`src/rtl/pet_pkg.sv`:
```
// Shared definitions for the PET .PRG loader: loader FSM states and RAM map constants.
package pet_pkg;

  typedef enum logic [2:0] {
    IDLE   = 3'd0,
    HDR_LO = 3'd1,
    HDR_HI = 3'd2,
    DATA   = 3'd3,
    PATCH  = 3'd4,
    DONE   = 3'd5
  } prg_state_t;

  localparam logic [15:0] PET_RAM_TOP = 16'h8000;
  localparam logic [14:0] PET_VARTAB  = 15'h002A;

endpackage

```
`src/rtl/pet_prg_injector.sv`:
```
// Streams a host .PRG image into PET main RAM over the DMA port, then fixes up
// VARTAB/ARYTAB/STREND so the loaded BASIC program can be RUN immediately.
module pet_prg_injector
  import pet_pkg::*;
#(
  parameter bit          PATCH_EN   = 1'b1,
  parameter logic [14:0] PATCH_BASE = PET_VARTAB,
  parameter logic [15:0] RAM_TOP    = PET_RAM_TOP
) (
  input  logic        clk,
  input  logic        reset_n,
  input  logic        dl_active,
  input  logic        dl_wr,
  input  logic [7:0]  dl_data,
  output logic [14:0] dma_addr,
  output logic [7:0]  dma_din,
  output logic        dma_we,
  output logic        cpu_hold,
  output logic        load_done,
  output logic        load_err,
  output logic        overflow
);

  prg_state_t  r_state;
  logic        r_dl_active_d;
  logic [15:0] r_cur_addr;
  logic [14:0] r_dma_addr;
  logic [7:0]  r_dma_din;
  logic        r_dma_we;
  logic        r_cpu_hold;
  logic        r_load_done;
  logic        r_load_err;
  logic        r_overflow;
  logic [2:0]  r_patch_cnt;

  prg_state_t  w_state_next;
  logic [15:0] w_cur_addr_next;
  logic [14:0] w_dma_addr_next;
  logic [7:0]  w_dma_din_next;
  logic        w_dma_we_next;
  logic        w_cpu_hold_next;
  logic        w_load_done_next;
  logic        w_load_err_next;
  logic        w_overflow_next;
  logic [2:0]  w_patch_cnt_next;

  logic        w_rise;
  logic        w_accept;
  logic [15:0] w_end;

  assign w_rise = dl_active & ~r_dl_active_d;
  // A strobe landing on the falling-edge cycle still belongs to the payload.
  assign w_accept = dl_wr & (dl_active | r_dl_active_d);
  assign w_end = (r_cur_addr >= RAM_TOP) ? RAM_TOP : r_cur_addr;

  always_comb begin
    w_state_next     = r_state;
    w_cur_addr_next  = r_cur_addr;
    w_dma_addr_next  = r_dma_addr;
    w_dma_din_next   = r_dma_din;
    w_dma_we_next    = 1'b0;
    w_cpu_hold_next  = r_cpu_hold;
    w_load_done_next = 1'b0;
    w_load_err_next  = r_load_err;
    w_overflow_next  = r_overflow;
    w_patch_cnt_next = r_patch_cnt;

    case (r_state)
      IDLE: begin
        if (w_rise) begin
          w_load_err_next = 1'b0;
          w_overflow_next = 1'b0;
          w_cpu_hold_next = 1'b1;
          w_state_next    = HDR_LO;
        end
      end
      HDR_LO: begin
        if (!dl_active) begin
          w_load_err_next = 1'b1;
          w_cpu_hold_next = 1'b0;
          w_state_next    = IDLE;
        end else if (dl_wr) begin
          w_cur_addr_next = {r_cur_addr[15:8], dl_data};
          w_state_next    = HDR_HI;
        end
      end
      HDR_HI: begin
        if (!dl_active) begin
          w_load_err_next = 1'b1;
          w_cpu_hold_next = 1'b0;
          w_state_next    = IDLE;
        end else if (dl_wr) begin
          w_cur_addr_next = {dl_data, r_cur_addr[7:0]};
          w_state_next    = DATA;
        end
      end
      DATA: begin
        if (w_accept) begin
          if (r_cur_addr >= RAM_TOP) begin
            w_overflow_next = 1'b1;
            w_cur_addr_next = RAM_TOP;
          end else begin
            w_dma_we_next   = 1'b1;
            w_dma_addr_next = r_cur_addr[14:0];
            w_dma_din_next  = dl_data;
            w_cur_addr_next = r_cur_addr + 16'd1;
          end
        end
        if (!dl_active) begin
          w_patch_cnt_next = 3'd0;
          w_state_next     = PATCH_EN ? PATCH : DONE;
        end
      end
      PATCH: begin
        // Even slots carry the low byte, odd slots the high byte of the end pointer.
        w_dma_we_next    = 1'b1;
        w_dma_addr_next  = PATCH_BASE + {12'd0, r_patch_cnt};
        w_dma_din_next   = r_patch_cnt[0] ? w_end[15:8] : w_end[7:0];
        w_patch_cnt_next = r_patch_cnt + 3'd1;
        if (r_patch_cnt == 3'd5) begin
          w_state_next = DONE;
        end
      end
      DONE: begin
        w_load_done_next = 1'b1;
        w_cpu_hold_next  = 1'b0;
        w_state_next     = IDLE;
      end
      default: begin
        w_cpu_hold_next = 1'b0;
        w_state_next    = IDLE;
      end
    endcase
  end

  always_ff @(posedge clk) begin
    if (!reset_n) begin
      r_state       <= IDLE;
      r_dl_active_d <= 1'b0;
      r_cur_addr    <= 16'd0;
      r_dma_addr    <= 15'd0;
      r_dma_din     <= 8'd0;
      r_dma_we      <= 1'b0;
      r_cpu_hold    <= 1'b0;
      r_load_done   <= 1'b0;
      r_load_err    <= 1'b0;
      r_overflow    <= 1'b0;
      r_patch_cnt   <= 3'd0;
    end else begin
      r_state       <= w_state_next;
      r_dl_active_d <= dl_active;
      r_cur_addr    <= w_cur_addr_next;
      r_dma_addr    <= w_dma_addr_next;
      r_dma_din     <= w_dma_din_next;
      r_dma_we      <= w_dma_we_next;
      r_cpu_hold    <= w_cpu_hold_next;
      r_load_done   <= w_load_done_next;
      r_load_err    <= w_load_err_next;
      r_overflow    <= w_overflow_next;
      r_patch_cnt   <= w_patch_cnt_next;
    end
  end

  assign dma_addr  = r_dma_addr;
  assign dma_din   = r_dma_din;
  assign dma_we    = r_dma_we;
  assign cpu_hold  = r_cpu_hold;
  assign load_done = r_load_done;
  assign load_err  = r_load_err;
  assign overflow  = r_overflow;

endmodule

```
`config.mk`:
```
export PLATFORM = sky130hd
export DESIGN_NAME = pet_prg_injector
export DESIGN_NICKNAME = d
export VERILOG_FILES = /design/src/rtl/pet_pkg.sv /design/src/rtl/pet_prg_injector.sv
export SDC_FILE = /design/constraint.sdc
export NUM_CORES = 1
export LEC_CHECK = 0
export BUFFER_PORTS_ARGS = -buffer_cell sky130_fd_sc_hd__buf_2
export CORE_MARGIN = 5
export CORE_UTILIZATION = 37
export CTS_BUF_LIST = sky130_fd_sc_hd__clkbuf_4
export CTS_CLUSTER_DIAMETER = 120
export DETAILED_ROUTE_END_ITERATION = 8
export PLACE_DENSITY_LB_ADDON = 0.25
export SLEW_MARGIN = 20
export SYNTH_ARGS = -nofsm -noshare
export SYNTH_HDL_FRONTEND = slang
export SYNTH_SLANG_ARGS = --single-unit
```
`constraint.sdc`:
```
create_clock -name clk -period 3 [get_ports clk]
set_input_delay 0.15 -clock clk [delete_from_list [all_inputs] [get_ports clk]]
set_output_delay 0.15 -clock clk [all_outputs]
set_load 0.1 [all_outputs]
```
; ---- After elaboration in Yosys (flattened, before gate mapping)
; Index checks and enable logic that the tools add are counted.
[word_totals]
ff_bits = 51
in_bits = 12
output_inout_bits = 28
elab_cells = 96
[classes]
addsub = 3
n_lt_le_gt_ge = 1
eq_ne = 19
n_mux = 38
bitwise = 7
n_reduce_logical = 16
[ops]
columns = op, n
row1 = $mux 16, 5
row2 = $pmux 16 s3, 1
row3 = $mux 8, 5
row4 = $mux 15, 2
row5 = $pmux 15 s2, 1
row6 = $mux 3, 8
row7 = $ne 2x2->1 const B, 11
row8 = $add 16x1->16 const B, 1
row9 = $ge 16x16->1 const B, 1
row10 = $pmux 8 s2, 1
row11 = $pmux 3 s5, 1
row12 = $reduce_and 5->1, 3
row13 = $reduce_bool 2->1, 5
row14 = $eq 3x3->1 const B, 3
row15 = $mux 1, 9
row16 = $reduce_and 3->1, 3
row17 = $add 6x3->7 const A, 1
row18 = $eq 3x2->1 const B, 2
row19 = $ne 3x3->1 const B, 2
row20 = $pmux 1 s2, 3
row21 = $pmux 3 s2, 1
row22 = $not 1->1, 4
row23 = $reduce_and 4->1, 1
row24 = $reduce_or 2->1, 2
row25 = other kinds (7), 8

; ---- Depth between registers and ports, before layout
; Gate-level depths: netlist of the first run.
[logic_depth]
depth_word = 4
mapped_depth = 7

; ---- Least setup slack after synthesis of the first run
; Ideal clock, no wire load.
[synth_path]
path_type = flip-flop to flip-flop
startpoint = reg, netlist name cpu_hold
endpoint = reg r_cpu_hold, in the netlist cpu_hold
setup_time_ns = 0.076
t_arrival_ns = 1.553
t_required_ns = 2.924
slack_ns = 1.371
path_stages_with_launch = 3
n_path_buf = 0
synth_period_minus_slack_ns = 1.629
path_cell_list = dfxtp_1 -> or3b_2 -> a21boi_0
[synth_rtl]
columns = element, line_no
row1 = end signal: assignment, pet_prg_injector.sv:156  ; r_cpu_hold <= w_cpu_hold_next;
row2 = end: declaration, pet_prg_injector.sv:30  ; logic r_cpu_hold;

; ---- Final worst setup path of the first run
[layout_path]
startpoint = reg r_state[0]
endpoint = reg r_dma_addr[0], in the netlist dma_addr[0]
[layout_between]
elab_chain_len = 3
elab_cells_between_ends = 7
cone_classes = eq/ne: 4 / mux: 1 / reduce/logical: 2
[layout_lines]
columns = element, line_no
row1 = start: declaration, pet_prg_injector.sv:24  ; prg_state_t r_state;
row2 = start signal: assignment, pet_prg_injector.sv:150  ; r_state <= w_state_next;
row3 = $eq 3x2->1 / $eq 3x3->1 (equally long branches), pet_prg_injector.sv:68  ; case (r_state)
row4 = $ne 2x2->1 (no line) / $reduce_bool 2->1 (equally long branches), --
row5 = $reduce_and 3->1 (no line), --
row6 = end signal: assignment, pet_prg_injector.sv:153  ; r_dma_addr <= w_dma_addr_next;
row7 = end: declaration, pet_prg_injector.sv:27  ; logic [14:0] r_dma_addr;
; Several ways; a longest one is shown, not always the timed one.
; A chain may end at the register's enable or synchronous reset.

==> qor.txt, run 1 <==
Status -> finished, final reports clean
Initial antenna violation count -> 0
Yosys top cell area share -> 38.89%
GPL Wtd Cong -> 0.8549
Clk pwr share -> 28.8%
Top area cells in the synthesized netlist -> dfxtp_1 39%, nand2_1 9.6%, a21oi_1 5.3%
Core footprint -> 6832 um2
Arr. time, crit path -> 2.35 ns
Total negative slack -> 0 ns
Tot GR Track Use -> 16.78%
Post-synth top cells -> 67 x nand2_1, 51 x dfxtp_1, 28 x a21oi_1
Hold path start -> dl_data[3]
Critical Path Max Stage Delay -> 0.61 ns
Total Routed Length -> 7.213 mm
Unique masters post-synth -> 49
Worst r2r path cells -> 5
H-tree level count -> 2
Leak -> 1.140 nW
Clk slew on worst S/H paths -> 0.14 ns
Kind of end point of the critical path -> flip-flop
CP Max Fanout -> 25
Share of cells above drive strength 1 -> 14.79%
NumNets Final -> 381
CP Class -> flip-flop to flip-flop
Io pins -> 40
Rows -> 30
Reg power frac -> 62.9%
Worst-Skew Late Latency -> 0.37 ns
Final min period -> 2.037 ns
Internal Power -> 0.8126 mW
Final setup violation count -> 0
Synth warn -> 0
Met1 Usage GRT -> 22.27%
Critical Path Start -> r_state[0]
Vias -> 2480
Reg2Reg Setup Slack -> 0.96 ns
Input/output buffers -> 39
Clock root buffer -> clkbuf_4
Ys flop type -> dfxtp_1
CTS Hold Bufs -> 0
TritonCTS clock tree -> built
CP top delay family -> simple AND/OR/NAND/NOR gates
Mean Syn Cell Area -> 7.743 um2
Unrepaired setup endpoints after global routing -> no
Mapped Cells -> 339
Met3 GRT Util -> 3.446%
Final Max Slew Viols -> 0
Worst slew pin tran -> 0.6453 ns
Hold WS -> 0.05094 ns
Starting DRT DRC Count -> 216
Post-synth EDFFs -> 0
WP data required -> 3.31 ns
CTS buffer count -> 5
Largest net degree at the start of global routing -> 37
DIE HEIGHT -> 94.23 um
Grt met2 use -> 27.25%
Crit-path cells -> and4bb_1 > and3_1 > buf_4 > a22oi_1 > a21boi_0
# fillers -> 741
Sw Share -> 26.62%
Vias in the first global route -> 2343
Final hold violation count -> 0
Clk sinks -> 51
Register area share after synthesis -> 38.89%
Fmax -> 490.9 MHz
Comb pwr share -> 8.3%
Ant diodes -> 0
Worst r2r src -> r_state[0]
Die width -> 94.23 um
Post-DR wirelength/cell -> 15.65 um
Top Usage Layer GRT -> met2
Syn nets -> 356
Synth Cell Area -> 2625 um2
Drt pass-1 iters -> 4
Setup skew after layout -> 0.004262 ns
Dpl hpwl -> 4.965 mm
Yosys top cell by area -> dfxtp_1
Setup crit start kind -> flip-flop
CTS resizes -> 0
CP bufs+invs -> 1
Count leader, synth -> nand2_1
VDD IR max -> 147.6 uV
WHS Endpoint -> dma_din[3]
Die ar. -> 8879 um2
Ys async rst share -> 0%
First-pass GRT wire length -> 11.87 mm
Pwr/cell area -> 382.1 nW/um2
Max Cap Viol -> 0
# DRC -> 0
Vias per cell -> 5.380
Max clock buf depth -> 2
Min-Delay Path Class -> primary input to flip-flop
P&R area growth vs syn -> 10.39%
Slowest stage cell, crit path -> dfxtp_1
Post-synthesis register bit count -> 51
Final core utilization -> 42.42%
NetSw -> 0.2948 mW
Initial Util -> 38.42%
Total power -> 1.107 mW
Global route overflow -> 0
DRT antenna net count -> 0
# Post-CTS Setup Buffers -> 0
Reg2reg end -> dma_addr[0]
Worst hold path cell count -> 3
Final Cycle Share -> 67.90%
Rel. slew slack -> 56.92%
-- final cells by class --
type	instances	area, um2	share of cell area (%)
multi-input combinational	259	1466	50.60
sequential	51	1021	35.23
timing repair buffer	41	210.2	7.254
tap	96	120.1	4.145
clock buffer	6	45.04	1.554
inverter	6	22.52	0.7772
clock inverter	2	12.51	0.4318
-- worst max-delay path by stage --
| stage | depth (start not counted) | slack, ns | end |
|---|---|---|---|
| final | 5 | 0.96 | dma_addr[0] |
| after global routing | 5 | 0.79 | dma_addr[5] |
| after CTS | 5 | 0.97 | dma_addr[0] |
| after detailed placement | 6 | 1.0 | dma_addr[0] |
| after global placement | 6 | 1.04 | dma_addr[0] |
| after floorplan | 2 | 1.37 | cpu_hold |
-- layer usage --
metal | routed length (um) | up-vias
li1 | - | 1245
met4 | 127 | 0
met5 | 0 | -
met2 | 3225 | 80
met3 | 470 | 14
met1 | 3388 | 1141
-- worst min-delay path, stage by stage --
cell and delay [ns]:
buf_2 0.12, nand2_1 0.05, a31oi_1 0.07
-- power by group through the flow --
stage | logic, mW | registers [mW] | clock network, mW
2_1_floorplan | 0.0496 | 0.725 | 0
3_3_place_gp | 0.0908 | 0.711 | 0
3_5_place_dp | 0.0909 | 0.711 | 0
4_1_cts | 0.0914 | 0.697 | 0.334
5_1_grt | 0.0996 | 0.699 | 0.363
6_report | 0.0916 | 0.697 | 0.319
-- through the flow --
stage | instance area, um2 | std cells | setup WS [ns]
after floorplan | 2625 | 339 | 1.371
after global placement | 2840 | 453 | 1.044
after detailed placement | 2840 | 453 | 0.9993
after CTS | 2898 | 461 | 0.9693
after global routing | 2898 | 461 | 0.7878
final | 2898 | 461 | 0.9630
-- cells by family (layout without fill, tap and decap cells) --
kind of cell | after synthesis | count (layout) | synth area share (%)
buffers and inverters | 29 | 55 | 5.243
AOI/OAI and AO/OA | 92 | 92 | 21.78
muxes | 9 | 9 | 3.432
and+or+nand+nor | 152 | 152 | 27.93
xor gates and xnor gates | 1 | 1 | 0.3337
adders and majority gates | 5 | 5 | 2.383
DFF | 51 | 51 | 38.89
-- flip-flops by register name, indices dropped and copies added, names as in the netlist, 3 cells and up --
name / count
dma_din: 8
r_cur_addr: 16
r_state: 3
r_patch_cnt: 3
dma_addr: 15
-- cells in the final DEF, fill, tap and decap left out, types with 4 or more instances in the layout --
cell type,count
nor2_1,26
o21ai_0,22
and3_1,7
a31oi_1,11
inv_1,6
mux2i_1,9
nor2b_1,4
dfxtp_1,51
buf_2,39
a21oi_1,28
ha_1,5
nand2_1,67
a32o_1,4
nor3_1,7
nand3_1,8
and2_1,7
clkbuf_4,6
nor3b_1,5
Note: power is estimated with default switching activity, not from simulation.
==> run 2: changes to the inputs <==
==> constraint.sdc (replaced) <==
create_clock -name clk -period 1.8 [get_ports clk]
set_input_delay 0.09 -clock clk [delete_from_list [all_inputs] [get_ports clk]]
set_output_delay 0.09 -clock clk [all_outputs]
set_load 0.1 [all_outputs]
==> qor.txt, run 2 (same netlist as run 1, synthesis figures left out) <==
Reg2Reg Setup Slack -> 0.14 ns (-0.82 ns)
CP Class -> flip-flop to flip-flop
Kind of end point of the critical path -> flip-flop
DRT antenna net count -> 0 (unchanged)
Tot GR Track Use -> 17.13% (+0.35 points)
Rows -> 30 (unchanged)
Total Routed Length -> 7.401 mm (+2.6%)
Largest net degree at the start of global routing -> 26 (-30%)
# Post-CTS Setup Buffers -> 0 (unchanged)
CTS buffer count -> 5 (unchanged)
Input/output buffers -> 39 (unchanged)
Vias -> 2597 (+4.7%)
Die width -> 94.23 um (unchanged)
Dpl hpwl -> 5.419 mm (+9.1%)
Most frequent cells in the layout -> 67 x nand2_1, 51 x dfxtp_1, 39 x buf_2
VDD IR max -> 315.7 uV (+110%)
Io pins -> 40 (unchanged)
Core footprint -> 6832 um2 (unchanged)
Clk slew on worst S/H paths -> 0.16 ns (+0.02 ns)
Comb pwr share -> 8.5% (+0.2 points)
Most flops, register -> r_cur_addr
Leak -> 1.296 nW (+14%)
Sw Share -> 24.09% (-2.5 points)
Largest register FFs -> 16 (unchanged)
Vias in the first global route -> 2417 (+3.2%)
Setup skew after layout -> 0.01141 ns (+0.007151 ns)
Setup crit start kind -> flip-flop
Die ar. -> 8879 um2 (unchanged)
CP Max Fanout -> 6 (-76%)
Starting DRT DRC Count -> 193 (-11%)
TritonCTS clock tree -> built
Commonest non-fill, non-tap cell in the layout -> nand2_1
Min-Delay Path Class -> primary input to flip-flop
Fmax -> 603.1 MHz (+23%)
Worst r2r path cells -> 6 (+1)
P&R area growth vs syn -> 21.07%
Worst slew pin tran -> 0.4956 ns (-0.1497 ns)
Ant diodes -> 0 (unchanged)
# DRC -> 0 (unchanged)
Vias per cell -> 5.322 (-1.1%)
Final cell count without fillers -> 488 (+5.9%)
Final hold violation count -> 0 (unchanged)
Arr. time, crit path -> 1.94 ns (-0.41 ns)
Global route overflow -> 0 (unchanged)
Hold path start -> dl_data[1]
Worst r2r src -> r_cur_addr[0]
WP data required -> 2.08 ns (-1.23 ns)
First-pass GRT wire length -> 11.94 mm (+0.58%)
Final min period -> 1.658 ns (-0.3788 ns)
Final Max Slew Viols -> 0 (unchanged)
Placed Cells -> 473 (+4.4%)
NumNets Final -> 408 (+7.1%)
Post-DR wirelength/cell -> 15.17 um (-3.1%)
Share of cells above drive strength 1 -> 18.88% (+4.1 points)
Status -> finished, final reports clean
Crit path to -> r_cur_addr[8]
Max clock buf depth -> 2 (unchanged)
Reg2reg end -> r_cur_addr[8]
Pwr/cell area -> 679.8 nW/um2 (+78%)
Final Cycle Share -> 92.12% (+24 points)
NetSw -> 0.5203 mW (+77%)
Initial antenna violation count -> 0 (unchanged)
Worst-Skew Late Latency -> 0.38 ns (about the same)
DIE HEIGHT -> 94.23 um (unchanged)
H-tree level count -> 2 (unchanged)
Initial Util -> 38.42% (unchanged)
Max Cap Viol -> 0 (unchanged)
Reg power frac -> 53.5% (-9.4 points)
Clk pwr share -> 38.1% (+9.3 points)
Internal Power -> 1.640 mW (+100%)
Final setup violation count -> 0 (unchanged)
Critical Path Start -> r_cur_addr[0]
Drt pass-1 iters -> 5 (+1)
GPL Wtd Cong -> 0.8889 (+4.0%)
Rel. slew slack -> 67.19% (+10 points)
# fillers -> 696 (-6.1%)
Unrepaired setup endpoints after global routing -> no
Clock root buffer -> clkbuf_4
Clk sinks -> 51 (unchanged)
Total negative slack -> 0 ns (unchanged)
## run 2: metal layers
metal	wire length, um	track usage [%]
met5	0	0
met4	91	5.656
met2	3523	28.55
met1	3251	22.18
met3	534	3.125
## run 2: worst min-delay path by stage
| stage | endpoint | slack, ns | cells past startpoint |
|---|---|---|---|
| floorplan | dma_din[7] | 0.24 | 2 |
| global placement | dma_din[3] | 0.38 | 3 |
| detailed placement | dma_din[3] | 0.40 | 3 |
| CTS | dma_din[1] | 0.003 | 3 |
| global route | dma_din[1] | 0.02 | 3 |
| finish | dma_din[1] | 0.01 | 3 |
## run 2: metrics by stage
stage | setup slack [ns] | hold WS [ns] | total power [mW] | utilization (%) | area, um2
after floorplan | 0.1709 | 0.2401 | 1.291 | - | 2625
after global placement | 0.2062 | 0.3842 | 1.348 | 43.96 | 3003
after detailed placement | 0.1899 | 0.3965 | 1.349 | 43.96 | 3003
after CTS | 0.1649 | 0.002783 | 2.179 | 46.52 | 3178
after global routing | 0.006088 | 0.01721 | 2.240 | 46.52 | 3178
final | 0.1419 | 0.009782 | 2.160 | 46.52 | 3178
## run 2: final cells by class
cell class | instances | area (um2) | share of cell area [%]
inverter | 6 | 22.52 | 0.7087
tap | 96 | 120.1 | 3.780
clock inverter | 3 | 67.56 | 2.126
multi-input combinational | 259 | 1466 | 46.14
sequential | 51 | 1021 | 32.13
timing repair buffer | 68 | 442.9 | 13.94
clock buffer | 5 | 37.54 | 1.181
## run 2: power groups by stage
stage	registers [mW]	logic, mW	clock network [mW]
global placement	1.18	0.170	0
global route	1.16	0.199	0.883
finish	1.15	0.183	0.822
detailed placement	1.18	0.170	0
CTS	1.16	0.183	0.841
floorplan	1.21	0.0826	0
## run 2: timing repair
| action | CTS | global route |
|---|---|---|
| endpoints found under the hold margin | 8 | 0 |
| hold buffers | 7 | 0 |
| gates resized for setup | 0 | 0 |
## run 2: worst max-delay path, stage by stage, from the launching register on
cell     delay [ns]
dfxtp_1        0.44
ha_1           0.21
and3_1         0.18
and3_1         0.23
and3_1         0.17
o21ai_1        0.06
a32o_1         0.26
